--- config.mk ---
export PLATFORM = sky130hd
export DESIGN_NAME = hazard_unit_flat
export DESIGN_NICKNAME = d
export VERILOG_FILES = /design/src/rtl/hazard_unit_if.sv /design/src/rtl/hazard_unit.sv /design/src/flat_wrapper.sv
export SDC_FILE = /design/constraint.sdc
export NUM_CORES = 1
export LEC_CHECK = 0
export ABC_CLOCK_PERIOD_IN_PS = 3300
export BUFFER_PORTS_ARGS = -buffer_cell sky130_fd_sc_hd__buf_4
export CAP_MARGIN = 25
export CORE_ASPECT_RATIO = 0.9
export CORE_MARGIN = 2
export CORE_UTILIZATION = 42
export DETAILED_ROUTE_END_ITERATION = 10
export HOLD_SLACK_MARGIN = 0.1
export PLACE_DENSITY = 0.81
export SLEW_MARGIN = 15
export SYNTH_ARGS = -nofsm -noshare
export SYNTH_HDL_FRONTEND = slang
export SYNTH_SLANG_ARGS = --single-unit
--- constraint.sdc ---
create_clock -name clk -period 3.3 [get_ports clk]
set_input_delay 0.825 -clock clk [delete_from_list [all_inputs] [get_ports clk]]
set_output_delay 0.825 -clock clk [all_outputs]
set_load 0.05 [all_outputs]
--- src/rtl/hazard_unit_if.sv ---
// Pipeline-hazard bus between the controller/datapath (master) and the hazard unit (slave).
interface hazard_unit_if #(parameter int CNT_W = 32);
    logic [4:0]       rsD, rtD, rsE, rtE;
    logic [4:0]       writeregE, writeregM, writeregW;
    logic             regwriteE, regwriteM, regwriteW;
    logic             memtoregE, memtoregM, memwriteM;
    logic             branchD, bneD, jumpD, pcsrcD;
    logic             dmem_ack;
    logic             forwardAD, forwardBD;
    logic [1:0]       forwardAE, forwardBE;
    logic             stallF, stallD, stallE, stallM;
    logic             flushD, flushE, flushW;
    logic             mem_err;
    logic [CNT_W-1:0] stall_cycles, load_use_cnt;

    modport master (
        output rsD, rtD, rsE, rtE, writeregE, writeregM, writeregW,
               regwriteE, regwriteM, regwriteW, memtoregE, memtoregM, memwriteM,
               branchD, bneD, jumpD, pcsrcD, dmem_ack,
        input  forwardAD, forwardBD, forwardAE, forwardBE,
               stallF, stallD, stallE, stallM, flushD, flushE, flushW,
               mem_err, stall_cycles, load_use_cnt
    );

    modport slave (
        input  rsD, rtD, rsE, rtE, writeregE, writeregM, writeregW,
               regwriteE, regwriteM, regwriteW, memtoregE, memtoregM, memwriteM,
               branchD, bneD, jumpD, pcsrcD, dmem_ack,
        output forwardAD, forwardBD, forwardAE, forwardBE,
               stallF, stallD, stallE, stallM, flushD, flushE, flushW,
               mem_err, stall_cycles, load_use_cnt
    );
endinterface

--- src/rtl/hazard_unit.sv ---
// Hazard unit: forwarding selects, load-use/branch stalls and a data-memory wait FSM.
// Optional performance counters are built only when HAZARD_PERF_CNT_EN is defined.

// One operand's bypass logic; instantiated once per source register (rs, rt).
module hazardFwdLane (
    input  logic [4:0] srcD,
    input  logic [4:0] srcE,
    input  logic [4:0] writeregM,
    input  logic [4:0] writeregW,
    input  logic       regwriteM,
    input  logic       regwriteW,
    output logic [1:0] fwdE,
    output logic       fwdD
);
    logic hitEM, hitEW;

    assign hitEM = (srcE != 5'd0) && (srcE == writeregM) && regwriteM;
    assign hitEW = (srcE != 5'd0) && (srcE == writeregW) && regwriteW;
    assign fwdE  = hitEM ? 2'b10 : (hitEW ? 2'b01 : 2'b00);
    assign fwdD  = (srcD != 5'd0) && (srcD == writeregM) && regwriteM;
endmodule

module hazard_unit #(
    parameter int MEM_TIMEOUT = 16,
    parameter int CNT_W       = 32
) (
    input logic          clk,
    input logic          reset,
    hazard_unit_if.slave hu
);
    localparam int NUM_OPS = 2;
    localparam logic [7:0] TIMEOUT_LAST = 8'(MEM_TIMEOUT - 1);

    typedef enum logic [1:0] {IDLE, WAIT, ERR} memState_t;

    memState_t state, stateNxt;
    logic [7:0] waitCnt, waitCntNxt;
    logic       memErr, memStall, timeout, accM;
    logic       lwStall, brStall, stallAny;

    logic [NUM_OPS-1:0][4:0] srcD, srcE;
    logic [NUM_OPS-1:0][1:0] fwdE;
    logic [NUM_OPS-1:0]      fwdD;

    assign srcD = {hu.rtD, hu.rsD};
    assign srcE = {hu.rtE, hu.rsE};

    generate
        for (genvar g = 0; g < NUM_OPS; g++) begin : gOp
            hazardFwdLane uLane (
                .srcD      (srcD[g]),
                .srcE      (srcE[g]),
                .writeregM (hu.writeregM),
                .writeregW (hu.writeregW),
                .regwriteM (hu.regwriteM),
                .regwriteW (hu.regwriteW),
                .fwdE      (fwdE[g]),
                .fwdD      (fwdD[g])
            );
        end
    endgenerate

    assign lwStall = hu.memtoregE && (hu.rtE != 5'd0) &&
                     ((hu.rsD == hu.rtE) || (hu.rtD == hu.rtE));

    assign brStall = (hu.branchD || hu.bneD) &&
        ((hu.regwriteE && (hu.writeregE != 5'd0) &&
          ((hu.writeregE == hu.rsD) || (hu.writeregE == hu.rtD))) ||
         (hu.memtoregM && (hu.writeregM != 5'd0) &&
          ((hu.writeregM == hu.rsD) || (hu.writeregM == hu.rtD))));

    assign accM = hu.memtoregM || hu.memwriteM;

    // Memory wait: stall is Mealy so an ack releases the pipe in the same cycle.
    always_comb begin
        stateNxt   = state;
        waitCntNxt = waitCnt;
        memStall   = 1'b0;
        timeout    = 1'b0;
        case (state)
            IDLE: begin
                if (accM && !hu.dmem_ack) begin
                    stateNxt   = WAIT;
                    waitCntNxt = 8'd1;
                    memStall   = 1'b1;
                end
            end
            WAIT: begin
                if (hu.dmem_ack) begin
                    stateNxt   = IDLE;
                    waitCntNxt = 8'd0;
                end else if (waitCnt == TIMEOUT_LAST) begin
                    stateNxt   = ERR;
                    waitCntNxt = 8'd0;
                    timeout    = 1'b1;
                end else begin
                    waitCntNxt = waitCnt + 8'd1;
                    memStall   = 1'b1;
                end
            end
            // One quiet cycle so the timed-out instruction is not stalled again.
            ERR:     stateNxt = IDLE;
            default: stateNxt = IDLE;
        endcase
    end

    always_ff @(posedge clk) begin
        if (!reset) begin
            state   <= IDLE;
            waitCnt <= 8'd0;
            memErr  <= 1'b0;
        end else begin
            state   <= stateNxt;
            waitCnt <= waitCntNxt;
            if (timeout) memErr <= 1'b1;
        end
    end

    assign stallAny = lwStall || brStall || memStall;

    // Everything is quiet while reset is held, regardless of FSM state.
    assign hu.forwardAE = reset ? fwdE[0] : 2'b00;
    assign hu.forwardBE = reset ? fwdE[1] : 2'b00;
    assign hu.forwardAD = reset && fwdD[0];
    assign hu.forwardBD = reset && fwdD[1];
    assign hu.stallF    = reset && stallAny;
    assign hu.stallD    = reset && stallAny;
    assign hu.stallE    = reset && memStall;
    assign hu.stallM    = reset && memStall;
    assign hu.flushW    = reset && memStall;
    assign hu.flushE    = reset && (lwStall || brStall) && !memStall;
    assign hu.flushD    = reset && (hu.pcsrcD || hu.jumpD) && !stallAny;
    assign hu.mem_err   = memErr;

`ifdef HAZARD_PERF_CNT_EN
    localparam logic [CNT_W-1:0] CNT_ONE = CNT_W'(1);

    logic [CNT_W-1:0] stallCycles, loadUseCnt;

    always_ff @(posedge clk) begin
        if (!reset) begin
            stallCycles <= '0;
            loadUseCnt  <= '0;
        end else begin
            if (stallAny && !(&stallCycles))
                stallCycles <= stallCycles + CNT_ONE;
            if (lwStall && !memStall && !(&loadUseCnt))
                loadUseCnt <= loadUseCnt + CNT_ONE;
        end
    end

    assign hu.stall_cycles = stallCycles;
    assign hu.load_use_cnt = loadUseCnt;
`else
    assign hu.stall_cycles = '0;
    assign hu.load_use_cnt = '0;
`endif
endmodule

--- src/flat_wrapper.sv ---
// flat-port wrapper written by rule: the top's interface ports become plain ports
module hazard_unit_flat 
#(
    parameter int MEM_TIMEOUT = 16,
    parameter int CNT_W       = 32
)
  (clk, reset, hu_rsD, hu_rtD, hu_rsE, hu_rtE, hu_writeregE, hu_writeregM, hu_writeregW, hu_regwriteE, hu_regwriteM, hu_regwriteW, hu_memtoregE, hu_memtoregM, hu_memwriteM, hu_branchD, hu_bneD, hu_jumpD, hu_pcsrcD, hu_dmem_ack, hu_forwardAD, hu_forwardBD, hu_forwardAE, hu_forwardBE, hu_stallF, hu_stallD, hu_stallE, hu_stallM, hu_flushD, hu_flushE, hu_flushW, hu_mem_err, hu_stall_cycles, hu_load_use_cnt);
  hazard_unit_if #(.CNT_W(CNT_W)) hu_i ();
  input logic clk;
  input logic reset;
  input wire logic [$bits(hu_i.rsD)-1:0] hu_rsD;
  input wire logic [$bits(hu_i.rtD)-1:0] hu_rtD;
  input wire logic [$bits(hu_i.rsE)-1:0] hu_rsE;
  input wire logic [$bits(hu_i.rtE)-1:0] hu_rtE;
  input wire logic [$bits(hu_i.writeregE)-1:0] hu_writeregE;
  input wire logic [$bits(hu_i.writeregM)-1:0] hu_writeregM;
  input wire logic [$bits(hu_i.writeregW)-1:0] hu_writeregW;
  input wire logic [$bits(hu_i.regwriteE)-1:0] hu_regwriteE;
  input wire logic [$bits(hu_i.regwriteM)-1:0] hu_regwriteM;
  input wire logic [$bits(hu_i.regwriteW)-1:0] hu_regwriteW;
  input wire logic [$bits(hu_i.memtoregE)-1:0] hu_memtoregE;
  input wire logic [$bits(hu_i.memtoregM)-1:0] hu_memtoregM;
  input wire logic [$bits(hu_i.memwriteM)-1:0] hu_memwriteM;
  input wire logic [$bits(hu_i.branchD)-1:0] hu_branchD;
  input wire logic [$bits(hu_i.bneD)-1:0] hu_bneD;
  input wire logic [$bits(hu_i.jumpD)-1:0] hu_jumpD;
  input wire logic [$bits(hu_i.pcsrcD)-1:0] hu_pcsrcD;
  input wire logic [$bits(hu_i.dmem_ack)-1:0] hu_dmem_ack;
  output wire logic [$bits(hu_i.forwardAD)-1:0] hu_forwardAD;
  output wire logic [$bits(hu_i.forwardBD)-1:0] hu_forwardBD;
  output wire logic [$bits(hu_i.forwardAE)-1:0] hu_forwardAE;
  output wire logic [$bits(hu_i.forwardBE)-1:0] hu_forwardBE;
  output wire logic [$bits(hu_i.stallF)-1:0] hu_stallF;
  output wire logic [$bits(hu_i.stallD)-1:0] hu_stallD;
  output wire logic [$bits(hu_i.stallE)-1:0] hu_stallE;
  output wire logic [$bits(hu_i.stallM)-1:0] hu_stallM;
  output wire logic [$bits(hu_i.flushD)-1:0] hu_flushD;
  output wire logic [$bits(hu_i.flushE)-1:0] hu_flushE;
  output wire logic [$bits(hu_i.flushW)-1:0] hu_flushW;
  output wire logic [$bits(hu_i.mem_err)-1:0] hu_mem_err;
  output wire logic [$bits(hu_i.stall_cycles)-1:0] hu_stall_cycles;
  output wire logic [$bits(hu_i.load_use_cnt)-1:0] hu_load_use_cnt;
  assign hu_i.rsD = hu_rsD;
  assign hu_i.rtD = hu_rtD;
  assign hu_i.rsE = hu_rsE;
  assign hu_i.rtE = hu_rtE;
  assign hu_i.writeregE = hu_writeregE;
  assign hu_i.writeregM = hu_writeregM;
  assign hu_i.writeregW = hu_writeregW;
  assign hu_i.regwriteE = hu_regwriteE;
  assign hu_i.regwriteM = hu_regwriteM;
  assign hu_i.regwriteW = hu_regwriteW;
  assign hu_i.memtoregE = hu_memtoregE;
  assign hu_i.memtoregM = hu_memtoregM;
  assign hu_i.memwriteM = hu_memwriteM;
  assign hu_i.branchD = hu_branchD;
  assign hu_i.bneD = hu_bneD;
  assign hu_i.jumpD = hu_jumpD;
  assign hu_i.pcsrcD = hu_pcsrcD;
  assign hu_i.dmem_ack = hu_dmem_ack;
  assign hu_forwardAD = hu_i.forwardAD;
  assign hu_forwardBD = hu_i.forwardBD;
  assign hu_forwardAE = hu_i.forwardAE;
  assign hu_forwardBE = hu_i.forwardBE;
  assign hu_stallF = hu_i.stallF;
  assign hu_stallD = hu_i.stallD;
  assign hu_stallE = hu_i.stallE;
  assign hu_stallM = hu_i.stallM;
  assign hu_flushD = hu_i.flushD;
  assign hu_flushE = hu_i.flushE;
  assign hu_flushW = hu_i.flushW;
  assign hu_mem_err = hu_i.mem_err;
  assign hu_stall_cycles = hu_i.stall_cycles;
  assign hu_load_use_cnt = hu_i.load_use_cnt;
  hazard_unit #(.MEM_TIMEOUT(MEM_TIMEOUT), .CNT_W(CNT_W)) u_core (.clk(clk), .reset(reset), .hu(hu_i));
endmodule
==> flow_summary.toml, run 1 <==
[power]
total_power_mw = 0.646
powerDensity_mw_per_mm2 = 297
vdd_drop_max_uv = 134
power.leakage_nw = 0.993

[drt]
drt_iter0_markers = 91
drt-wirelength-per-cell_um = 12.0
vias = 1643
wl_um = 4180
antenna_left = 0
vias_per_cell = 4.71
dr.pass1.iters = 4
drc = 0

[timing]
fmax_mhz = 313
rsz0062_at_grt = "yes"
relSlewSlack = 0.622
setup_viol = 0
maxSlewViolCount = 0
tightest_slew_ns = 0.562
holdWs_ns = 0.497
hold_viol_final = 0
fin_crit_sh = 0.969
fin_crit_ns = 3.20
skew_ns = 0.00277

[cells_and_area]
layout_common_cells = "65 x buf_4, 64 x conb_1, 28 x xnor2_1"
fin_nets = 351
drive_gt1_frac = 0.272
final_cells = 349
num_antenna_cells = 0
mostFrequentLayoutCell = "buf_4"
syn_to_final_growth_pct = 18.5

[place]
place_inst = 345
gp_congestion = 0.911
place_hpwl_um = 3580
portBuffers = 61

[cts]
holdBufCountCts = 0
clock_path_buffers = 2
clk_pin_slew_ns = 0.05
cts.sinks = 11
cts_resized = 0
numCtsBuffers = 3
cts_tree = "built"
clockRootBuffer = "clkbuf_8"
cts-htree-levels = 1
clkLatencyLatePin_ns = 0.24
post-cts-setup-buffer-count = 0

[yosys]
synthFlopType = "dfxtp_1"
syn_inst = 247
synth-async-reset-ratio = 0
synth_edf_count = 0
avgSynthCellArea_um2 = 7.43
synth_area_mm2 = 0.00183
ys_types = 39
yosysWarnings = 0
ys_seq_area_frac = 0.120
synth-seq-cells = 11

[worst_setup_path]
cp_num_buf_inv = 4
crit_fanout = 4
cpMostUsedCell = "buf_4"
cp_top_family = "buffers and inverters"
endpoint_kind = "output pin"
crit_path_start_kind = "input pin"
worst_path_max_delay_cell = "a21oi_1"
crit_required_ns = 2.47
cp_slowest_stage_delay_ns = 0.21
cp.arrival_ns = 2.37
worstSetupPathType = "in -> out"
crit_chain = "buf_4, buf_4, xor2_1, nor3_1, nand3_1, a21oi_1, nor3_2, buf_4, a21boi_2, buf_4"

[floorplan]
fp.coreArea_mm2 = 0.00413
initial_utilization = 0.444
ios = 126
fp-row-count = 22
die_x_um = 73.7
die_h_um = 66.7
die_area_mm2 = 0.00491

[grt]
overflow = 0
grt_pass1_vias = 1407
grt_max_degree = 20
grt_pass1_wl_um = 6620
antenna_found_initial = 0
grtUsageTotal = 0.169

[status]
outcome = "completed"

[min_path]
hp-class = "reg -> reg"

[job]
drv_cap = 0
## per-layer routing
layer	global-route usage	vias up	share of wire
met4	0.0318	0	0.0026
met1	0.228	737	0.45
met2	0.287	97	0.47
li1	-	806	-
met3	0.0227	3	0.083
met5	0	-	0
## through the flow
stage	setup TNS (ns)	instance area, um^2	utilization	setup WS [ns]
after global placement	0	2110	0.511	0.0271
after CTS	0	2160	0.522	0.00696
after floorplan	-0.269	2110	-	-0.255
after global routing	-0.0101	2170	0.526	-0.00548
after detailed placement	0	2110	0.511	0.00545
final	0	2170	0.526	0.104
## area by class of cell
type	instances	area, um^2
Multi-Input combinational cell	219	1350
Sequential cell	11	220
Inverter	1	3.75
Timing Repair Buffer	66	499
Fill cell	395	1960
Clock buffer	4	45.0
Tap cell	48	60.1
## cell families after synthesis
group / after synthesis / share of synthesized area
and+or+nand+nor: 82 / 0.247
AOI/OAI and AO/OA: 22 / 0.0798
buffers and inverters: 80 / 0.306
DFF: 11 / 0.120
other: 1 / 0.00204
xor gates and xnor gates: 50 / 0.239
adders and majority gates: 1 / 0.00682
## path summary, 6_finish.rpt
check	start	end	slack [ns]	depth (start not counted)
setup / recovery	hu_writeregM[1]	hu_stallD	0.10	10
setup reg to reg	u_core.waitCnt[5]$_SDFFE_PN0P_	u_core.waitCnt[7]$_SDFFE_PN0P_	1.59	5
hold / removal	u_core.hu.mem_err$_SDFFE_PN0P_	u_core.hu.mem_err$_SDFFE_PN0P_	0.50	2
hold reg to reg	u_core.hu.mem_err$_SDFFE_PN0P_	u_core.hu.mem_err$_SDFFE_PN0P_	0.50	2
## report_power, final
group	leakage, nW	internal (mW)	switching, mW	total [mW]
Combinational	0.881	0.102	0.270	0.372
Sequential	0.0891	0.136	0.00289	0.138
Clock	0.0228	0.0848	0.0507	0.136
Total	0.993	0.322	0.324	0.646
## cell usage after synthesis (4+ instances only)
master / count / area [um^2]
buf_4: 67 / 503
nor2b_1: 7 / 43.8
nor3_1: 8 / 40.0
dfxtp_1: 11 / 220
xnor2_1: 28 / 245
nand4_1: 4 / 25.0
nand3_1: 13 / 65.1
or4_1: 6 / 45.0
clkbuf_1: 10 / 37.5
nand2_1: 8 / 30.0
a21oi_1: 7 / 35.0
xor2_1: 22 / 193
nor4_1: 5 / 31.3
nor2_1: 16 / 60.1
## registers in the layout, summed over array words and instances (netlist names)
name,flops
u_core.waitCnt,8
u_core.hu.mem_err,1
u_core.state,2
## worst reg2reg max path: cells and delay by family (launching register included)
kind | cells | cell delay [ns]
flops | 1 | 0.33
compound gates | 1 | 0.26
simple gates | 4 | 1.01
Note: power is estimated with default switching activity, not from simulation.
==> run 2, diff against run 1 <==
--- a/config.mk
+++ b/config.mk
@@ -14,6 +14,7 @@
 export DETAILED_ROUTE_END_ITERATION = 10
 export HOLD_SLACK_MARGIN = 0.1
 export PLACE_DENSITY = 0.81
+export RECOVER_POWER = 100
 export SLEW_MARGIN = 15
 export SYNTH_ARGS = -nofsm -noshare
 export SYNTH_HDL_FRONTEND = slang
==> run 2 against run 1 <==
- clock power hardly changed
- combinational power barely moved
- routed wire length barely moved
- critical path depth is the same
- largest cell class unchanged
- largest power group unchanged
- highest routed layer unchanged
==> flow_summary.toml, run 2 (synthesis results as in run 1) <==
[job]
drv_cap = 0

[worst_setup_path]
worstSetupPathType = "in -> out"
crit_start = "hu_writeregM[1]"
crit_fanout = 4
endpoint = "hu_stallD"
cp.arrival_ns = 2.37
crit_path_start_kind = "input pin"
crit_required_ns = 2.47
rr_worst_depth = 5
reg2reg_slack_ns = 1.63
timing.rr.start = "u_core.waitCnt[5]$_SDFFE_PN0P_"
endpoint_kind = "output pin"
r2r_end = "u_core.waitCnt[7]$_SDFFE_PN0P_"

[cts]
clk_pin_slew_ns = 0.05
cts_tree = "built"
clkLatencyLatePin_ns = 0.24
cts-htree-levels = 1
post-cts-setup-buffer-count = 0
clock_path_buffers = 2
cts.sinks = 11
clockRootBuffer = "clkbuf_8"
numCtsBuffers = 3

[floorplan]
die_x_um = 73.7
die_h_um = 66.7
fp-row-count = 22
ios = 126
initial_utilization = 0.444
fp.coreArea_mm2 = 0.00413
die_area_mm2 = 0.00491

[grt]
grt_pass1_wl_um = 6620
grt_pass1_vias = 1407
overflow = 0
antenna_found_initial = 0
grt_max_degree = 20
grtUsageTotal = 0.169

[timing]
tns_ns = 0
holdWs_ns = 0.493
relSlewSlack = 0.604
fin_crit_sh = 0.969
maxSlewViolCount = 0
fmax_mhz = 313
skew_ns = 0.00182
hold_viol_final = 0
rsz0062_at_grt = "yes"
fin_crit_ns = 3.20
setup_viol = 0
tightest_slew_ns = 0.596

[drt]
vias = 1631
drc = 0
drt_iter0_markers = 95
vias_per_cell = 4.67
wl_um = 4180
dr.pass1.iters = 4
drt-wirelength-per-cell_um = 12.0
antenna_left = 0

[power]
swShare = 0.504
power.leakage_nw = 0.972
p_int_mw = 0.319
p_switching_mw = 0.324
pwr-share-clk = 0.212
p_comb_frac = 0.573
vdd_drop_max_uv = 134
p_seq_frac = 0.215
powerDensity_mw_per_mm2 = 301

[cells_and_area]
regArea_um2 = 220
layout_common_cells = "64 x conb_1, 55 x buf_4, 28 x xnor2_1"
multiInputGateArea_mm2 = 0.00134
drive_gt1_frac = 0.256
largest_reg_flops = 8
final_cells = 349
mostFrequentLayoutCell = "conb_1"
regMostFlops = "u_core.waitCnt"
fin_area_mm2 = 0.00214
nFillCells = 403
final_core_util = 0.518
fin_nets = 351
num_antenna_cells = 0
syn_to_final_growth_pct = 16.7

[place]
portBuffers = 61
gp_congestion = 0.911
placed_area_mm2 = 0.00211
place_hpwl_um = 3580
place_inst = 345

[min_path]
hp-class = "reg -> reg"

[status]
outcome = "completed"
## run 2: cell count changes in the layout (fill, tap and decap cells not counted), sizes merged
cell / before / now
buf: 66 / 56
clkbuf: 4 / 14
## run 2: worst min path at each step
stage / startpoint / to / slack [ns] / cells after the start
2_1_floorplan: u_core.waitCnt[5]$_SDFFE_PN0P_ / u_core.waitCnt[5]$_SDFFE_PN0P_ / 0.47 / 2
3_3_place_gp: u_core.hu.mem_err$_SDFFE_PN0P_ / u_core.hu.mem_err$_SDFFE_PN0P_ / 0.49 / 2
3_5_place_dp: u_core.hu.mem_err$_SDFFE_PN0P_ / u_core.hu.mem_err$_SDFFE_PN0P_ / 0.48 / 2
4_1_cts: u_core.hu.mem_err$_SDFFE_PN0P_ / u_core.hu.mem_err$_SDFFE_PN0P_ / 0.50 / 2
5_1_grt: u_core.hu.mem_err$_SDFFE_PN0P_ / u_core.hu.mem_err$_SDFFE_PN0P_ / 0.53 / 2
6_report: u_core.hu.mem_err$_SDFFE_PN0P_ / u_core.hu.mem_err$_SDFFE_PN0P_ / 0.49 / 2
## run 2: area by class of cell
cell class,instances,share of cell area
Multi-Input combinational cell,219,0.627
Timing Repair Buffer,66,0.219
Sequential cell,11,0.103
Tap cell,48,0.0281
Clock buffer,4,0.0210
Inverter,1,0.00175
## run 2: stage by stage
| stage | setup slack, ns | power (mW) |
|---|---|---|
| after floorplan | -0.255 | 0.485 |
| after CTS | 0.00696 | 0.647 |
| after global routing | -0.00548 | 0.676 |
| final | 0.104 | 0.643 |
| after detailed placement | 0.00545 | 0.509 |
| after global placement | 0.0271 | 0.505 |
## run 2: power groups by stage
| stage | clock network [mW] | logic [mW] | registers, mW |
|---|---|---|---|
| after floorplan | 0 | 0.345 | 0.140 |
| after global placement | 0 | 0.364 | 0.141 |
| after detailed placement | 0 | 0.368 | 0.141 |
| after CTS | 0.140 | 0.369 | 0.138 |
| after global routing | 0.147 | 0.390 | 0.139 |
| final | 0.136 | 0.369 | 0.138 |
## run 2: metal layers
layer,share of wire,GRT usage,vias to the layer above
met5,0,0,-
met4,0.0036,0.0318,0
met3,0.079,0.0227,3
met2,0.47,0.287,89
met1,0.45,0.228,733
li1,-,-,806
## run 2: what timing repair did
action | in CTS | in global routing
hold buffers | 0 | 0
gates resized for setup | 0 | 4
endpoints found under the setup margin | 0 | 4
## run 2: critical path: stages
cell and delay, ns:
buf_4 0.11, buf_4 0.15, xor2_1 0.17, nor3_1 0.19, nand3_1 0.13, a21oi_1 0.21, nor3_2 0.08, buf_4 0.14
a21boi_2 0.14, buf_4 0.21
==> run 3, diff against run 2 <==
--- a/config.mk
+++ b/config.mk
@@ -10,10 +10,10 @@
 export CAP_MARGIN = 25
 export CORE_ASPECT_RATIO = 0.9
 export CORE_MARGIN = 2
-export CORE_UTILIZATION = 42
+export CORE_UTILIZATION = 33
 export DETAILED_ROUTE_END_ITERATION = 10
 export HOLD_SLACK_MARGIN = 0.1
-export PLACE_DENSITY = 0.81
+export PLACE_DENSITY = 0.66
 export RECOVER_POWER = 100
 export SLEW_MARGIN = 15
 export SYNTH_ARGS = -nofsm -noshare
==> run 3 against run 2 <==
- count of clock-buffer cells in the layout shrank 1
- via count shrank 2.0%
- flip-flop and latch count is the same
- routed wire length grew 0.24%
- worst setup slack gained 0.030 ns
==> flow_summary.toml, run 3 (synthesis results as in run 1) <==
[grt]
antenna_found_initial = 0
grtUsageTotal = 0.133
grt_pass1_wl_um = 6510
overflow = 0
grt_pass1_vias = 1447
grt_max_degree = 20

[timing]
fin_crit_sh = 0.959
finalWorstSetupSlack_ns = 0.134
fin_crit_ns = 3.17
rsz0062_at_grt = "yes"
setup_viol = 0
skew_ns = 0.00536
hold_viol_final = 0
relSlewSlack = 0.603
maxSlewViolCount = 0
tightest_slew_ns = 0.589
fmax_mhz = 316

[drt]
vias = 1598
dr.pass1.iters = 4
drt_iter0_markers = 65
wl_um = 4190
drt-wirelength-per-cell_um = 11.4
antenna_left = 0
drc = 0
vias_per_cell = 4.34

[worst_setup_path]
reg2reg_slack_ns = 1.57
r2r_end = "u_core.waitCnt[7]$_SDFFE_PN0P_"
rr_worst_depth = 5
crit_fanout = 5
crit_required_ns = 2.47
timing.rr.start = "u_core.waitCnt[5]$_SDFFE_PN0P_"
endpoint_kind = "output pin"
crit_path_start_kind = "input pin"
cp.arrival_ns = 2.34
worstSetupPathType = "in -> out"

[cells_and_area]
fin_area_mm2 = 0.00216
mostFrequentLayoutCell = "conb_1"
final_cells = 368
regMostFlops = "u_core.waitCnt"
largest_reg_flops = 8
multiInputGateArea_mm2 = 0.00134
layout_common_cells = "64 x conb_1, 55 x buf_4, 28 x xnor2_1"
syn_to_final_growth_pct = 17.9
nFillCells = 564
drive_gt1_frac = 0.252
fin_nets = 351
num_antenna_cells = 0
regArea_um2 = 220

[min_path]
hp-class = "reg -> reg"
hold_end = "u_core.hu.mem_err$_SDFFE_PN0P_"
hp-start = "u_core.hu.mem_err$_SDFFE_PN0P_"
holdPathStages = 2

[place]
place_hpwl_um = 3530
portBuffers = 61
post-place-ws_ns = 0.0285
placed_area_mm2 = 0.00213
gp_congestion = 0.845
place_inst = 364

[cts]
numCtsBuffers = 3
clock_path_buffers = 2
clockRootBuffer = "clkbuf_8"
holdBufCountCts = 0
cts_resized = 0
clk_pin_slew_ns = 0.06
cts.sinks = 11
clkLatencyLatePin_ns = 0.24
cts-htree-levels = 1
post-cts-setup-buffer-count = 0
cts_tree = "built"

[status]
outcome = "completed"

[power]
vdd_drop_max_uv = 159
power.leakage_nw = 0.968
powerDensity_mw_per_mm2 = 298

[floorplan]
ios = 126
die_x_um = 82.6
die_h_um = 74.7
fp.coreArea_mm2 = 0.00532
die_area_mm2 = 0.00617
fp-row-count = 25
initial_utilization = 0.345

[job]
drv_cap = 0
## run 3: power by group
group | leakage, nW | total, mW | switching, mW | internal, mW
Combinational | 0.853 | 0.368 | 0.270 | 0.0984
Clock | 0.0255 | 0.138 | 0.0545 | 0.0832
Sequential | 0.0891 | 0.138 | 0.00269 | 0.135
## run 3: area by class of cell
| type | count | share of cell area |
|---|---|---|
| multi-input combinational | 219 | 0.619 |
| timing repair buffer | 66 | 0.217 |
| clock inverter | 1 | 0.00231 |
| sequential | 11 | 0.102 |
| clock buffer | 3 | 0.0191 |
| tap | 67 | 0.0388 |
| inverter | 1 | 0.00174 |
## run 3: worst max path at each step
stage / slack, ns / endpoint / start
global placement: 0.06 / hu_flushD / hu_writeregM[1]
floorplan: -0.25 / hu_forwardBE[0] / hu_rtE[1]
global route: -0.004 / hu_stallD / hu_writeregM[1]
finish: 0.13 / hu_forwardBE[0] / hu_rtE[1]
detailed placement: 0.03 / hu_flushD / hu_writeregM[1]
CTS: 0.002 / hu_flushD / hu_writeregM[1]
## run 3: layer usage
| metal | wire [um] | GRT usage |
|---|---|---|
| met2 | 1920 | 0.228 |
| met1 | 1930 | 0.178 |
| met5 | 0 | 0 |
| met4 | 25 | 0.0273 |
| met3 | 323 | 0.0228 |
## run 3: per-stage QoR
step            util  power, mW  setup TNS, ns  hold WS (ns)
4_1_cts        0.410      0.651              0         0.506
2_1_floorplan      -      0.485         -0.269         0.474
6_report       0.407      0.644              0         0.499
5_1_grt        0.407      0.682       -0.00719         0.537
3_5_place_dp   0.401      0.509              0         0.488
3_3_place_gp   0.401      0.506              0         0.485
## run 3: critical path: stages
cell and delay [ns]:
buf_4 0.14, or4_1 0.54, nor2_1 0.18, nor4_1 0.12
nor4_2 0.26, clkbuf_4 0.27
